**src/rtl/fpu_pkg.sv**
```systemverilog
// rtl/fpu_pkg.sv - shared types and sizing for the FPU result queue
package fpu_pkg;

    typedef struct packed {
        logic invalid;
        logic div_by_zero;
        logic overflow;
        logic underflow;
        logic inexact;
    } fpu_flags_t;

    localparam int FPU_RESULT_QUEUE_DEPTH = 8;
    localparam int FPU_DATA_WIDTH         = 32;
    localparam int FPU_FLAG_WIDTH         = $bits(fpu_flags_t);

endpackage

```
**src/rtl/fpu_result_queue_if.sv**
```systemverilog
// rtl/fpu_result_queue_if.sv - issue, result and consumer handshakes of the FPU result queue
interface fpu_result_queue_if #(
    parameter int DATA_WIDTH = 32,
    parameter int FLAG_WIDTH = 5
);
    logic                  in_valid;
    logic                  in_ready;
    logic                  issue_fire;
    logic                  result_valid;
    logic [DATA_WIDTH-1:0] result;
    logic [FLAG_WIDTH-1:0] result_flags;
    logic                  out_valid;
    logic                  out_ready;
    logic [DATA_WIDTH-1:0] out_result;
    logic [FLAG_WIDTH-1:0] out_flags;

    modport master (
        output in_valid, result_valid, result, result_flags, out_ready,
        input  in_ready, issue_fire, out_valid, out_result, out_flags
    );

    modport slave (
        input  in_valid, result_valid, result, result_flags, out_ready,
        output in_ready, issue_fire, out_valid, out_result, out_flags
    );
endinterface

```
**src/rtl/fpu_result_queue_fifo.sv**
```systemverilog
// rtl/fpu_result_queue_fifo.sv - synchronous FIFO with registered head, drops pushes when full
module fpu_result_fifo #(
    parameter int DEPTH = 8,
    parameter int WIDTH = 37,
    localparam int AW = $clog2(DEPTH),
    localparam int CW = $clog2(DEPTH + 1)
) (
    input  logic             clk,
    input  logic             reset,
    input  logic             push,
    input  logic [WIDTH-1:0] push_data,
    input  logic             pop,
    output logic             full,
    output logic             empty,
    output logic [CW-1:0]    count,
    output logic [WIDTH-1:0] head
);
    logic [WIDTH-1:0] mem [DEPTH];
    logic [AW-1:0]    wr_ptr;
    logic [AW-1:0]    rd_ptr;
    logic [AW-1:0]    rd_next;
    logic             push_ok;
    logic             pop_ok;

    assign empty   = (count == '0);
    assign full    = (count == CW'(DEPTH));
    assign pop_ok  = pop & ~empty;
    assign push_ok = push & (~full | pop_ok);
    assign rd_next = pop_ok ? rd_ptr + AW'(1) : rd_ptr;

    always_ff @(posedge clk) begin
        if (push_ok) begin
            mem[wr_ptr] <= push_data;
        end
    end

    // Head is refreshed only on queue activity; when the queue is about to
    // hold just the incoming word, it bypasses the not-yet-written memory.
    always_ff @(posedge clk or posedge reset) begin
        if (reset) begin
            wr_ptr <= '0;
            rd_ptr <= '0;
            count  <= '0;
            head   <= '0;
        end else begin
            if (push_ok) begin
                wr_ptr <= wr_ptr + AW'(1);
            end
            rd_ptr <= rd_next;
            if (push_ok & ~pop_ok) begin
                count <= count + CW'(1);
            end else if (pop_ok & ~push_ok) begin
                count <= count - CW'(1);
            end
            if (push_ok | pop_ok) begin
                head <= (push_ok && (wr_ptr == rd_next)) ? push_data : mem[rd_next];
            end
        end
    end
endmodule

```
**src/rtl/fpu_result_queue.sv**
```systemverilog
// rtl/fpu_result_queue.sv - credit-gated issue and result buffering at the FPU pipeline output
module fpu_result_queue
    import fpu_pkg::*;
#(
    parameter int DEPTH      = FPU_RESULT_QUEUE_DEPTH,
    parameter int DATA_WIDTH = FPU_DATA_WIDTH,
    parameter int FLAG_WIDTH = FPU_FLAG_WIDTH,
    localparam int CW = $clog2(DEPTH + 1)
) (
    input  logic               clk,
    input  logic               reset,
    fpu_result_queue_if.slave  q,
    output logic [CW-1:0]      occupancy,
    output logic               overflow_error
);
    logic [CW-1:0] credits;
    logic          pop;
    logic          full;
    logic          empty;
    logic [DATA_WIDTH+FLAG_WIDTH-1:0] head;

    // Credits count free slots including ops still travelling down the pipe,
    // so a result slot always exists when an op reaches the final stage.
    assign q.in_ready   = (credits != '0);
    assign q.issue_fire = q.in_valid & q.in_ready;
    assign pop          = q.out_valid & q.out_ready;

    always_ff @(posedge clk or posedge reset) begin
        if (reset) begin
            credits <= CW'(DEPTH);
        end else if (q.issue_fire & ~pop) begin
            credits <= credits - CW'(1);
        end else if (pop & ~q.issue_fire) begin
            credits <= credits + CW'(1);
        end
    end

    always_ff @(posedge clk or posedge reset) begin
        if (reset) begin
            overflow_error <= 1'b0;
        end else if (q.result_valid & full & ~pop) begin
            overflow_error <= 1'b1;
        end
    end

    fpu_result_fifo #(
        .DEPTH (DEPTH),
        .WIDTH (DATA_WIDTH + FLAG_WIDTH)
    ) u_fifo (
        .clk       (clk),
        .reset     (reset),
        .push      (q.result_valid),
        .push_data ({q.result, q.result_flags}),
        .pop       (pop),
        .full      (full),
        .empty     (empty),
        .count     (occupancy),
        .head      (head)
    );

    assign q.out_valid  = ~empty;
    assign q.out_result = head[DATA_WIDTH+FLAG_WIDTH-1:FLAG_WIDTH];
    assign q.out_flags  = head[FLAG_WIDTH-1:0];
endmodule

```
**src/flat_wrapper.sv**
```systemverilog
// flat-port wrapper written by rule: the top's interface ports become plain ports
module fpu_result_queue_flat import fpu_pkg::*;
#(
    parameter int DEPTH      = FPU_RESULT_QUEUE_DEPTH,
    parameter int DATA_WIDTH = FPU_DATA_WIDTH,
    parameter int FLAG_WIDTH = FPU_FLAG_WIDTH,
    localparam int CW = $clog2(DEPTH + 1)
)
  (clk, reset, occupancy, overflow_error, q_in_valid, q_result_valid, q_result, q_result_flags, q_out_ready, q_in_ready, q_issue_fire, q_out_valid, q_out_result, q_out_flags);
  fpu_result_queue_if #(.DATA_WIDTH(DATA_WIDTH), .FLAG_WIDTH(FLAG_WIDTH)) q_i ();
  input  logic clk;
  input  logic reset;
  output logic [CW-1:0] occupancy;
  output logic overflow_error;
  input wire logic [$bits(q_i.in_valid)-1:0] q_in_valid;
  input wire logic [$bits(q_i.result_valid)-1:0] q_result_valid;
  input wire logic [$bits(q_i.result)-1:0] q_result;
  input wire logic [$bits(q_i.result_flags)-1:0] q_result_flags;
  input wire logic [$bits(q_i.out_ready)-1:0] q_out_ready;
  output wire logic [$bits(q_i.in_ready)-1:0] q_in_ready;
  output wire logic [$bits(q_i.issue_fire)-1:0] q_issue_fire;
  output wire logic [$bits(q_i.out_valid)-1:0] q_out_valid;
  output wire logic [$bits(q_i.out_result)-1:0] q_out_result;
  output wire logic [$bits(q_i.out_flags)-1:0] q_out_flags;
  assign q_i.in_valid = q_in_valid;
  assign q_i.result_valid = q_result_valid;
  assign q_i.result = q_result;
  assign q_i.result_flags = q_result_flags;
  assign q_i.out_ready = q_out_ready;
  assign q_in_ready = q_i.in_ready;
  assign q_issue_fire = q_i.issue_fire;
  assign q_out_valid = q_i.out_valid;
  assign q_out_result = q_i.out_result;
  assign q_out_flags = q_i.out_flags;
  fpu_result_queue #(.DEPTH(DEPTH), .DATA_WIDTH(DATA_WIDTH), .FLAG_WIDTH(FLAG_WIDTH)) u_core (.clk(clk), .reset(reset), .q(q_i), .occupancy(occupancy), .overflow_error(overflow_error));
endmodule
```
**config.mk**
```make
export PLATFORM = sky130hd
export DESIGN_NAME = fpu_result_queue_flat
export DESIGN_NICKNAME = d
export VERILOG_FILES = /design/src/rtl/fpu_pkg.sv /design/src/rtl/fpu_result_queue_if.sv /design/src/rtl/fpu_result_queue_fifo.sv /design/src/rtl/fpu_result_queue.sv /design/src/flat_wrapper.sv
export SDC_FILE = /design/constraint.sdc
export NUM_CORES = 1
export LEC_CHECK = 0
export BUFFER_PORTS_ARGS = -buffer_cell sky130_fd_sc_hd__buf_2
export CAP_MARGIN = 20
export CORE_ASPECT_RATIO = 1.4
export CORE_MARGIN = 1.5
export CORE_UTILIZATION = 40
export CTS_BUF_LIST = sky130_fd_sc_hd__clkbuf_8
export DETAILED_ROUTE_END_ITERATION = 10
export GPL_TIMING_DRIVEN = 1
export MAX_ROUTING_LAYER = met4
export PLACE_DENSITY = 0.68
export SLEW_MARGIN = 20
export SYNTH_ARGS = -nofsm -noshare
export SYNTH_HDL_FRONTEND = slang
export SYNTH_HIERARCHICAL = 1
export SYNTH_SLANG_ARGS = --single-unit
```
**constraint.sdc**
```tcl
create_clock -name clk -period 5.2 [get_ports clk]
set_clock_uncertainty 0.05 [all_clocks]
set_input_delay 1.04 -clock clk [delete_from_list [all_inputs] [get_ports clk]]
set_output_delay 1.04 -clock clk [all_outputs]
set_load 0.02 [all_outputs]
```
Word level (Yosys, flattened, before mapping)
Memory sizes are Yosys's and may differ from the RTL's. A register that Yosys moved wholly into a read port is not among the register bits.
Index checks and enable logic that the tools add are counted.
{"block": "word_totals", "register_bits": 15, "latchBits": 0, "ramBits": 296, "rom_bits": 0, "in_bits": 42, "output_inout_bits": 45, "word_cells": 42, "n_memories": 1}
{"memory": "u_core.u_fifo.mem", "words": 8, "width": 37, "rd": 1, "rd_ports_with_merged_regs": 1, "wr": 1, "line": "fpu_result_queue_fifo.sv:18", "source": "logic [WIDTH-1:0] mem [DEPTH];"}
{"block": "classes", "addsub": 6, "multipliers": 0, "n_div": 0, "magnitude_cmp": 0, "n_eq_ne": 1, "shift": 0, "n_mux": 7, "n_bitwise": 18, "reduce_logical": 4}
{"operator": "$mux W4", "n": 4}
{"operator": "$and A1 B1 Y1", "n": 10}
{"operator": "$add A4 B1 Y4 const B", "n": 2}
{"operator": "$sub A4 B1 Y4 const B", "n": 2}
{"operator": "$add A3 B1 Y3 const B", "n": 2}
{"operator": "$not A1 Y1", "n": 6}
{"operator": "$eq A4 B4 Y1 const B", "n": 1}
{"operator": "$logic_not A4 Y1", "n": 1}
{"operator": "$reduce_bool A2 Y1", "n": 2}
{"operator": "$reduce_bool A4 Y1", "n": 1}
{"operator": "$mux W3", "n": 1}
{"operator": "$mux W1", "n": 2}
{"operator": "$or A1 B1 Y1", "n": 2}

Longest topological paths before layout
{"block": "logic_depth", "ltp_word": 10, "depth_mapped": 15}

Cells and area by module
Netlist, hierarchy kept.
{"module": "fpu_result_fifo", "instances": 1, "cells_per_inst": 1059, "area_each_um2": 13684.4, "seq_area_each_um2": 10064.7}
{"module": "fpu_result_queue", "instances": 1, "cells_per_inst": 38, "area_each_um2": 372.9, "seq_area_each_um2": 126.4}

Least setup slack after synthesis
No wires, ideal clock.
{"block": "synth_path", "path_kind": "input to register", "startpoint": "input port q_out_ready", "endpoint": "memory u_core.u_fifo.mem[0][0], enable pin", "arrival_time_ps": 4855, "required_ps": 4626, "path_slack_ps": -228, "path_stages": 4, "path_buffers": 0, "cell_sequence": "nand2_1 > inv_1 > o21ai_2 > nor4_1"}
{"block": "synth_between", "elab_chain_cells": 6}
{"element": "start: declaration", "line": "flat_wrapper.sv:19", "source": "input wire logic [$bits(q_i.out_ready)-1:0] q_out_ready;"}
{"element": "$and A1 B1 Y1", "line": "fpu_result_queue.sv:26", "source": "assign pop = q.out_valid & q.out_ready;"}
{"element": "via u_core.pop", "line": "fpu_result_queue.sv:17", "source": "logic pop;"}
{"element": "$and A1 B1 Y1", "line": "fpu_result_queue_fifo.sv:27", "source": "assign pop_ok = pop & ~empty;"}
{"element": "$or A1 B1 Y1", "line": "fpu_result_queue_fifo.sv:28", "source": "assign push_ok = push & (~full | pop_ok);"}
{"element": "$and A1 B1 Y1", "line": "fpu_result_queue_fifo.sv:28"}
{"element": "$mux W1", "line": "fpu_result_queue_fifo.sv:32", "source": "if (push_ok) begin"}
{"element": "$mux W1 (implied by the code)", "line": "fpu_result_queue_fifo.sv:33", "source": "mem[wr_ptr] <= push_data;"}
{"element": "end: declaration", "line": "fpu_result_queue_fifo.sv:18"}
The timed path passes the listed nets, and every way through them passes these cells.

Worst setup path in the final report
{"block": "layout_path", "startpoint": "register u_core.u_fifo.count[0]", "endpoint": "register u_core.u_fifo.head[20] (read register of u_core.u_fifo.mem)"}
{"block": "layout_between", "elab_chain_cells": 7}
{"element": "start: declaration", "line": "fpu_result_queue_fifo.sv:15", "source": "output logic [CW-1:0] count,"}
{"element": "start signal: assignment", "line": "fpu_result_queue_fifo.sv:51", "source": "count <= count + CW'(1);"}
{"element": "start signal: assignment", "line": "fpu_result_queue_fifo.sv:53", "source": "count <= count - CW'(1);"}
{"element": "$logic_not A4 Y1 *", "line": "fpu_result_queue_fifo.sv:25", "source": "assign empty = (count == '0);"}
{"element": "via u_core.empty", "line": "fpu_result_queue.sv:19", "source": "logic empty;"}
{"element": "$not A1 Y1 *", "line": "fpu_result_queue.sv:61", "source": "assign q.out_valid = ~empty;"}
{"element": "$and A1 B1 Y1 *", "line": "fpu_result_queue.sv:26"}
{"element": "via u_core.pop", "line": "fpu_result_queue.sv:17"}
{"element": "$and A1 B1 Y1 *", "line": "fpu_result_queue_fifo.sv:27"}
{"element": "$or A1 B1 Y1", "line": "fpu_result_queue_fifo.sv:28"}
{"element": "$and A1 B1 Y1", "line": "fpu_result_queue_fifo.sv:28"}
{"element": "$or A1 B1 Y1", "line": "fpu_result_queue_fifo.sv:55", "source": "if (push_ok | pop_ok) begin"}
{"element": "end: declaration", "line": "fpu_result_queue_fifo.sv:16", "source": "output logic [WIDTH-1:0] head"}
The timed path passes the listed nets; every way through them passes the cells marked *.
A chain may end at the register's enable or synchronous reset.

==> metrics <==
ys flop type edfxtp_1; Pleak 6.05 nW; HPWL Detailed 17.7 mm; asr flop ratio synth 14.9%; remaining global-route overflow 0; crit end category register; synth top area cells edfxtp_1 63%, dfrtp_1 9.1%, nand2_1 8.1%; Wirelength per Cell 19.4 um; Max VDD drop 0.000649 V; nets 1250; final slew viol count 0; Syn-to-layout area delta 13.6%; Total GRT Usage 18.6%; Worst Hold Margin 320 ps; IO Pins 87; top-area cell type share of the netlist area 63.2%; Mapped Cells 1097; relative slew slack 24.1%; synthesized area per cell 12.8 um2; WP data required 5530 ps; cell family with most CP delay compound AO/OA/AOI/OAI gates; number of vias per cell 5.31; Final Hold Fails 0; first-iteration detailed-routing DRC count 924; final setup fails 0; CP Cell Sequence nor4_1 -> inv_1 -> nand2_1 -> inv_1 -> o41a_1 -> inv_6 -> ha_2 -> a31oi_4 -> buf_4 -> a222oi_1; syn_nets 1150; Critical Path Max Stage Delay 780 ps; Initial Util 40.4%; Slowest-stage cell, CP a31oi_4; Worst R2R Start u_core/u_fifo/count[0]; Final ANT Viol Nets 0; die width 161 um; Tot Pwr 9.92 mW; post_cts resized 0; Num CTS Buffers 49; CTS tree built; Core Region 0.0348 mm2; r2r endpoint u_core/u_fifo/head[20]; fill cell count 3025; initial antenna violation count 6; drt total wl 33.0 mm; CTS Buffer Depth 3; Yosys warnings 6; Root Driver clkbuf_8; worst path bufs/invs 4; met3 Usage GRT 3.49%; number of library cell types mapped by synthesis 51; Die Ht 225 um; gpl congestion 0.778; vias in the first global route 8810; Final WS setup 1420 ps; Max-Cap Viols 0; dpl ws 1040 ps; hold crit path type in -> async; largest net degree at the start of global routing 149; Synth area leader edfxtp_1; crit start category register; drt pass-1 iters 8; Port Buffers 86; final critical-path required period 3780 ps; Mapped Area 0.0141 mm2; outcome finished clean; # rows 81; Vias 9014; clock transition at the registers of the reported paths 60 ps; RSZ-0062 raised after global routing no; layout cells sized above 1 16.3%; Crit Path Max Fanout 39; R2R Setup Slk 1420 ps; Tcrit/Tclk final 72.8%; number of DRC violations after detailed routing 0; sequential-to-total area share from yosys stat 72.5%; crit path DAT 4120 ps; clk sinks 348; postcts setup bufs 0; EDFF count, synth 296; Worst setup startpoint u_core/u_fifo/count[0]; die area 0.0363 mm2; depth of the worst register-to-register path 10; GRT met2 Usage 30.2%; Setup CP Type reg -> reg; Clk Latency, worst-skew pair 580 ps; GR peak layer met2; maximum clock frequency 264 MHz; first-pass GRT wire length 50.1 mm; Seq cells post-synth 348; total negative slack 0 ps; grt met1 use 23.0%; PD cells 621 mW/mm2; CTS hold repair buffers 0; Worst-Margin Slew 1140 ps; CP dominant cell by count inv_1; H-tree Lvls 2
[Yosys cell counts (2+ instances only)]
master / instances
ha_1: 9
nor4_1: 2
o21ai_2: 2
a21oi_1: 4
inv_1: 85
a222oi_1: 36
nor3b_1: 2
buf_1: 4
nand2b_1: 2
mux2i_1: 3
nand4_1: 37
buf_4: 16
mux2_2: 2
dfrtp_1: 51
nor2_1: 6
fa_1: 2
clkbuf_1: 26
xnor2_1: 9
a32oi_1: 2
buf_6: 5
nand3b_1: 2
or4_1: 2
nand3_1: 147
edfxtp_1: 296
nor3_1: 5
xor2_1: 3
buf_2: 9
nand2_1: 305
[layer usage]
layer  wire (um)  part of all wire (%)
met1       13600                    41
met2       16400                    50
met3        2110                   6.4
met4         814                   2.5
met5           0                     0
[state kept, by name (all words and copies together) (netlist names)]
register and count:
u_core/u_fifo/mem 296, u_core/u_fifo/count 4, u_core/credits 4, u_core/u_fifo/rd_ptr 3, u_core/u_fifo/head 37, u_core/u_fifo/wr_ptr 3
u_core/overflow_error 1
[worst max path at each step]
| stage | cells past startpoint | slack [ps] | end |
|---|---|---|---|
| finish | 10 | 1420 | u_core/u_fifo/head[20] |
| CTS | 10 | 1450 | u_core/u_fifo/head[36] |
| global placement | 9 | 1110 | u_core/u_fifo/head[33] |
| floorplan | 6 | 500 | u_core/u_fifo/mem[1][0] |
| global route | 9 | 1120 | u_core/u_fifo/head[36] |
| detailed placement | 9 | 1040 | u_core/u_fifo/head[20] |
[where the power goes]
group          switching, mW  total [mW]  internal [mW]
registers              0.288        3.91           3.63
logic                   2.71        4.01           1.30
clock network          0.997        1.99          0.993
[placed cells by master, fill, tap and decap left out, types with 2 or more instances in the layout]
cell,count
a32oi_1,2
or4_1,2
nor2_4,4
nor3_2,4
nand4_1,37
buf_4,19
clkinv_1,12
a222oi_1,36
inv_1,96
diode_2,6
xnor2_1,9
xor2_1,3
clkinv_2,10
ha_1,8
inv_6,2
clkbuf_8,53
buf_12,4
dfrtp_1,51
nand3b_1,2
a21oi_1,4
edfxtp_1,296
fa_1,2
nor2_1,3
buf_2,86
mux2_2,2
nand2_1,305
nand3_1,147
nand2b_1,2
nor3b_1,2
mux2i_1,3
[metrics by stage]
stage                     std cells  util, %  instance area [um2]
final                          1698     45.9                16000
after global placement         1602     43.3                15000
after detailed placement       1602     43.3                15000
after global routing           1698     45.9                16000
after floorplan                1097        -                14100
after CTS                      1692     45.9                16000
[area by class of cell]
cell class	count	area, um2	share of cell area (%)
multi-input cells	603	3290	20.6
inverters	86	330	2.07
diodes	6	15.0	0.0940
repair buffers	109	653	4.09
clock buffers	53	729	4.57
flip-flops and latches	348	10200	63.8
well taps	456	571	3.57
clock inverters	37	183	1.14
[cell families after synthesis]
| kind of cell | after synthesis | synth area share [%] |
|---|---|---|
| AND/OR/NAND/NOR | 516 | 16.2 |
| flip-flops | 348 | 72.5 |
| buffers and inverters | 146 | 4.71 |
| AO/OA/AOI/OAI | 56 | 3.88 |
| XOR/XNOR | 14 | 1.06 |
| adder cells (fa/ha/maj) | 11 | 1.09 |
| multiplexers | 6 | 0.534 |
[worst reg2reg max path, stage by stage (launching register included)]
cell and delay [ps]:
dfrtp_1 500, nor4_1 100, inv_1 70, nand2_1 100, inv_1 110, o41a_1 610, inv_6 110, ha_2 570
a31oi_4 790, buf_4 440, a222oi_1 150
No activity file was read; power rests on OpenSTA's default activity.
